## config.mk

```make
export PLATFORM = sky130hd
export DESIGN_NAME = modulo_decodificador_bcd_rolhas_flat
export DESIGN_NICKNAME = d
export VERILOG_FILES = /design/src/rtl/modulo_decodificador_bcd_rolhas_pkg.sv /design/src/rtl/modulo_decodificador_bcd_rolhas_if.sv /design/src/rtl/modulo_decodificador_bcd_rolhas_ajuste.sv /design/src/rtl/modulo_decodificador_bcd_rolhas.sv /design/src/flat_wrapper.sv
export SDC_FILE = /design/constraint.sdc
export NUM_CORES = 1
export LEC_CHECK = 0
export ABC_CLOCK_PERIOD_IN_PS = 2370
export BUFFER_PORTS_ARGS = -buffer_cell sky130_fd_sc_hd__clkbuf_2
export CORE_MARGIN = 3
export CORE_UTILIZATION = 52
export CTS_BUF_LIST = sky130_fd_sc_hd__clkbuf_8 sky130_fd_sc_hd__clkbuf_16
export DETAILED_ROUTE_END_ITERATION = 8
export GPL_ROUTABILITY_DRIVEN = 0
export PLACE_DENSITY = 0.77
export SYNTH_ARGS = -nofsm -noshare
export SYNTH_HDL_FRONTEND = slang
export SYNTH_SLANG_ARGS = --single-unit
```

## constraint.sdc

```tcl
create_clock -name CLK -period 2.37 [get_ports CLK]
set_input_delay 0.3555 -clock CLK [delete_from_list [all_inputs] [get_ports CLK]]
set_output_delay 0.3555 -clock CLK [all_outputs]
set_load 0.02 [all_outputs]
```

## src/rtl/modulo_decodificador_bcd_rolhas_pkg.sv

```systemverilog
// Shared constants and state encoding for the two-digit BCD cork-count decoder.
package modulo_decodificador_bcd_rolhas_pkg;

  localparam int DIG_W    = 4;
  localparam int NUM_ITER = 7;
  localparam int BIN_W    = NUM_ITER;
  localparam int CNT_W    = $clog2(NUM_ITER);
  localparam int BCD_MAX  = 9;
  localparam int LIMIAR   = 8;
  localparam int OFFSET   = 3;

  typedef enum logic [1:0] {
    ST_IDLE = 2'd0,
    ST_CONV = 2'd1,
    ST_FIM  = 2'd2
  } state_t;

  function automatic logic digito_valido(input logic [DIG_W-1:0] v);
    return v <= DIG_W'(BCD_MAX);
  endfunction

endpackage

```

## src/rtl/modulo_decodificador_bcd_rolhas_if.sv

```systemverilog
// Request/result bundle between the cork-count source and the BCD decoder.
interface modulo_decodificador_bcd_rolhas_if;
  import modulo_decodificador_bcd_rolhas_pkg::*;

  logic             START;
  logic [DIG_W-1:0] BCD_D;
  logic [DIG_W-1:0] BCD_U;
  logic [BIN_W-1:0] REG_R;
  logic             BUSY;
  logic             DONE;
  logic             ERR;

  modport master (output START, BCD_D, BCD_U, input REG_R, BUSY, DONE, ERR);
  modport slave  (input START, BCD_D, BCD_U, output REG_R, BUSY, DONE, ERR);

endinterface

```

## src/rtl/modulo_decodificador_bcd_rolhas_ajuste.sv

```systemverilog
// Per-digit correction step of reverse double-dabble: subtract the offset from large digits.
module modulo_ajuste_digito_bcd
  import modulo_decodificador_bcd_rolhas_pkg::*;
(
  input  logic [DIG_W-1:0] valor,
  output logic [DIG_W-1:0] ajustado
);

  assign ajustado = (valor >= DIG_W'(LIMIAR)) ? (valor - DIG_W'(OFFSET)) : valor;

endmodule

```

## src/rtl/modulo_decodificador_bcd_rolhas.sv

```systemverilog
// Two-digit BCD to 7-bit binary converter using one shift/correct iteration per cycle.
//   state | meaning
//   IDLE  | waiting for START; digits sampled and validated here
//   CONV  | NUM_ITER shift/correct iterations on {D,U,B}
//   FIM   | publish result or error, pulse DONE on the following cycle
module modulo_decodificador_bcd_rolhas
  import modulo_decodificador_bcd_rolhas_pkg::*;
(
  input  logic CLK,
  input  logic RST_N,
  modulo_decodificador_bcd_rolhas_if.slave bus
);

  state_t           state_q, state_d;
  logic [DIG_W-1:0] d_q, d_d;
  logic [DIG_W-1:0] u_q, u_d;
  logic [BIN_W-1:0] b_q, b_d;
  logic [CNT_W-1:0] cnt_q, cnt_d;
  logic             inv_q, inv_d;
  logic [BIN_W-1:0] reg_r_q, reg_r_d;
  logic             done_q, done_d;
  logic             err_q, err_d;

  logic [DIG_W-1:0] d_sh, u_sh, d_adj, u_adj;
  logic [BIN_W-1:0] b_sh;

  // Whole {D,U,B} register moves right by one; digit LSBs fall into the next field.
  assign {d_sh, u_sh, b_sh} = {1'b0, d_q, u_q, b_q[BIN_W-1:1]};

  modulo_ajuste_digito_bcd u_ajuste_d (.valor(d_sh), .ajustado(d_adj));
  modulo_ajuste_digito_bcd u_ajuste_u (.valor(u_sh), .ajustado(u_adj));

  always_comb begin
    state_d = state_q;
    d_d     = d_q;
    u_d     = u_q;
    b_d     = b_q;
    cnt_d   = cnt_q;
    inv_d   = inv_q;
    reg_r_d = reg_r_q;
    done_d  = 1'b0;
    err_d   = err_q;

    case (state_q)
      ST_IDLE: begin
        if (bus.START) begin
          if (digito_valido(bus.BCD_D) && digito_valido(bus.BCD_U)) begin
            d_d     = bus.BCD_D;
            u_d     = bus.BCD_U;
            b_d     = '0;
            cnt_d   = '0;
            inv_d   = 1'b0;
            state_d = ST_CONV;
          end else begin
            inv_d   = 1'b1;
            state_d = ST_FIM;
          end
        end
      end
      ST_CONV: begin
        d_d   = d_adj;
        u_d   = u_adj;
        b_d   = b_sh;
        cnt_d = cnt_q + CNT_W'(1);
        if (cnt_q == CNT_W'(NUM_ITER - 1)) begin
          state_d = ST_FIM;
        end
      end
      ST_FIM: begin
        done_d  = 1'b1;
        err_d   = inv_q;
        if (!inv_q) begin
          reg_r_d = b_q;
        end
        state_d = ST_IDLE;
      end
      default: begin
        state_d = ST_IDLE;
      end
    endcase
  end

  always_ff @(posedge CLK or negedge RST_N) begin
    if (!RST_N) begin
      state_q <= ST_IDLE;
      d_q     <= '0;
      u_q     <= '0;
      b_q     <= '0;
      cnt_q   <= '0;
      inv_q   <= 1'b0;
      reg_r_q <= '0;
      done_q  <= 1'b0;
      err_q   <= 1'b0;
    end else begin
      state_q <= state_d;
      d_q     <= d_d;
      u_q     <= u_d;
      b_q     <= b_d;
      cnt_q   <= cnt_d;
      inv_q   <= inv_d;
      reg_r_q <= reg_r_d;
      done_q  <= done_d;
      err_q   <= err_d;
    end
  end

  assign bus.REG_R = reg_r_q;
  assign bus.BUSY  = (state_q != ST_IDLE);
  assign bus.DONE  = done_q;
  assign bus.ERR   = err_q;

endmodule
```

## src/flat_wrapper.sv

```systemverilog
// flat-port wrapper written by rule: the top's interface ports become plain ports
module modulo_decodificador_bcd_rolhas_flat import modulo_decodificador_bcd_rolhas_pkg::*;
  (CLK, RST_N, bus_START, bus_BCD_D, bus_BCD_U, bus_REG_R, bus_BUSY, bus_DONE, bus_ERR);
  modulo_decodificador_bcd_rolhas_if bus_i ();
  input  logic CLK;
  input  logic RST_N;
  input wire logic [$bits(bus_i.START)-1:0] bus_START;
  input wire logic [$bits(bus_i.BCD_D)-1:0] bus_BCD_D;
  input wire logic [$bits(bus_i.BCD_U)-1:0] bus_BCD_U;
  output wire logic [$bits(bus_i.REG_R)-1:0] bus_REG_R;
  output wire logic [$bits(bus_i.BUSY)-1:0] bus_BUSY;
  output wire logic [$bits(bus_i.DONE)-1:0] bus_DONE;
  output wire logic [$bits(bus_i.ERR)-1:0] bus_ERR;
  assign bus_i.START = bus_START;
  assign bus_i.BCD_D = bus_BCD_D;
  assign bus_i.BCD_U = bus_BCD_U;
  assign bus_REG_R = bus_i.REG_R;
  assign bus_BUSY = bus_i.BUSY;
  assign bus_DONE = bus_i.DONE;
  assign bus_ERR = bus_i.ERR;
  modulo_decodificador_bcd_rolhas u_core (.CLK(CLK), .RST_N(RST_N), .bus(bus_i));
endmodule
```

==> impl_results.md <==
* Outcome: completed
* Final worst setup slack at 0.669 ns
* First-pass GRT wire length at 4940 um
* Footprint of the multi-input gates at 552 um2
* Core ar. at 2360 um2
* Top post-synthesis cells by count: 30 x dfrtp_1, 13 x o22ai_1, 8 x a21oi_1, 8 x a22o_1
* Largest family of logic cells by synthesized area: compound AO/OA/AOI/OAI gates
* Synth async-reset ratio at 100%
* Area Overhead vs Synth at 15.1%
* Max VDD drop at 929 uV
* DRC viols at 0
* Setup Viol. Count Final at 0
* Synth area leaders: dfrtp_1 55%, o22ai_1 5.9%, mux2_1 5.7%
* Clock net sink count at 30
* Final core utilization at 66.9%
* Die width at 57.4 um
* Worst Path Required at 2.53 ns
* Setup TNS at 0 ns
* Initial Util at 58.1%
* Clock buffer count from CTS at 5
* DIE AREA at 3290 um2
* Post-synthesis cell count at 116
* RSZ-0062 raised after global routing: false
* CP Launch Type: flop
* Warnings, synthesis at 0
* Grt total ovfl at 0
* Final hold slack at 0.115 ns
* Synth Register Bits at 30
* Tcrit/Tclk final at 71.8%
* Root Buffer: clkbuf_8
* Simple-gate portion of the synthesized area at 6.56%
* Post-synth EDFFs at 0
* Site row count at 17
* Cts repair resizes at 0
* Crit path max fanout at 11
* Routed wire length at 2850 um
* Ant. Diodes at 0
* Drt pass-1 iters at 4
* Max Freq at 588 MHz
* Routed len/inst at 17.0 um
* Largest net degree at the start of global routing at 31
* I/O Buffers at 20
* Worst reg2reg path depth at 4
* Mapped Area at 1370 um2
* Filler instances at 175
* DR iter-0 viols at 49
* Worst slew margin at 51.6%
* Pwr dens at 1420 nW/um2
* HP Class: primary input to asynchronous set/reset pin
* Vias at 996
* Die Height at 57.4 um
* Initial antenna violation count at 0
* GRT Util Overall at 19.9%
* Crit Path Class: flop to flop
* Antenna Nets Post-Route at 0
* Minimum clock period at 1.70 ns
* Max clock buf depth at 2
* Syn_nets at 131
* CTS tree: done
* Post-synth top flop: dfrtp_1
* Final Hold Fails at 0
* Cell variety after synth at 30
* Clock skew at 0.00641 ns
* Clk pin slew, worst setup/hold paths at 0.07 ns
* Synth Area in Adders at 3.65%
* Detailed Place HPWL at 1850 um
* Count leader, synth: dfrtp_1
* Io pins at 21
* Max-cap violations at 0
* Sequential Area at 751 um2
* Synth Area in Compound Gates at 20.6%
* Share of cells above drive strength 1 at 26.6%
* Slew Limit Fails at 0
* Worst EP arrival at 1.86 ns
* H-tree Lvls at 2
* Number of nets at the end of the flow at 153
* Worst slack at placement at 0.698 ns
* Leakage at 0.000781 uW
* Worst-Margin Slew at 0.726 ns
* Largest area contributor in the netlist: dfrtp_1
* Avg Inst Size Synth at 11.8 um2
* Crit end category: flop
* Vias in the first global route at 1011
* Clock Latency Late Sink at 0.28 ns
* Yosys top cell area share at 54.7%
* Hold_buf cts at 0
* Sequential area share after synthesis at 54.7%
* Post-Synth XOR/XNOR Area at 1.28%
* Post-CTS setup buffers at 0
* Mux share of post-synthesis cell area at 8.11%
* Via density at 5.96
## final timing paths
| kind | start | end | slack [ns] |
|---|---|---|---|
| worst max-delay path | u_core.state_q[0] | u_core.bus.REG_R[4] | 0.67 |
| worst min-delay path | RST_N | u_core.b_q[0] | 0.12 |
| worst max register to register | u_core.state_q[0] | u_core.bus.REG_R[4] | 0.67 |
| worst min register to register | u_core.bus.REG_R[1] | u_core.bus.REG_R[1] | 0.48 |
| max in group asynchronous | RST_N | u_core.cnt_q[1] | 1.79 |
| min in group CLK | bus_BCD_D[0] | u_core.d_q[0] | 0.38 |
## worst max-delay path: stages, from the launching register on
cell	delay [ns]
dfrtp_1	0.49
inv_2	0.22
nand2_1	0.15
nor2_2	0.34
mux2_1	0.38
## power by group
part	internal [uW]	switching, uW	leakage [uW]
sequential	727	193	0.000378
clock	309	199	0.0000579
combinational	352	468	0.000346
## area by class of cell
class                           instances  share of cell area [%]
Sequential cell                        30                    47.5
Multi-Input combinational cell         72                    34.9
Timing Repair Buffer                   20                    6.33
Clock buffer                            5                    4.35
Clock inverter                          3                    2.53
Tap cell                               28                    2.22
Inverter                                9                    2.14
## placed cells by master (no fill, tap or decap)
master / n
a21oi_1: 8
a221o_1: 1
a22o_1: 8
a31oi_1: 2
and3_1: 2
bufinv_16: 1
clkbuf_2: 20
clkbuf_8: 5
clkinv_2: 2
dfrtp_1: 30
ha_1: 4
inv_1: 7
inv_2: 2
mux2_1: 7
mux2_2: 2
mux2i_1: 1
nand2_1: 6
nand3_1: 2
nand4_2: 1
nor2_1: 2
nor2_2: 1
nor2b_1: 3
o21ai_0: 1
o21ai_1: 1
o21ai_2: 1
o21ai_4: 2
o22a_1: 1
o22ai_1: 13
o2bb2ai_1: 1
xnor2_1: 1
xor2_1: 1
## per-stage QoR
stage               std cells  total power [uW]  instance area (um2)
finish                    167              2250                 1580
global placement          159              1700                 1470
floorplan                 116              1520                 1370
detailed placement        159              1730                 1470
CTS                       167              2250                 1580
global route              167              2400                 1580
## layer usage
layer	track usage, %	share of wire, %	up-vias
li1	-	-	465
met5	0	0	-
met2	30.5	49	40
met4	8.28	1.9	0
met1	25.4	42	483
met3	7.24	6.5	8
## cell families after synthesis
| kind of cell | after synthesis |
|---|---|
| flip-flops | 30 |
| multiplexers | 10 |
| adder cells (fa/ha/maj) | 4 |
| AND/OR/NAND/NOR | 17 |
| XOR/XNOR | 2 |
| buffers and inverters | 14 |
| AO/OA/AOI/OAI | 39 |
## flip-flops by register name (all words and copies together) (netlist names)
register / count
u_core.b_q: 7
u_core.bus.DONE: 1
u_core.bus.ERR: 1
u_core.bus.REG_R: 7
u_core.cnt_q: 3
u_core.d_q: 4
u_core.inv_q: 1
u_core.state_q: 2
u_core.u_q: 4
(Power assumes the default switching activity.)
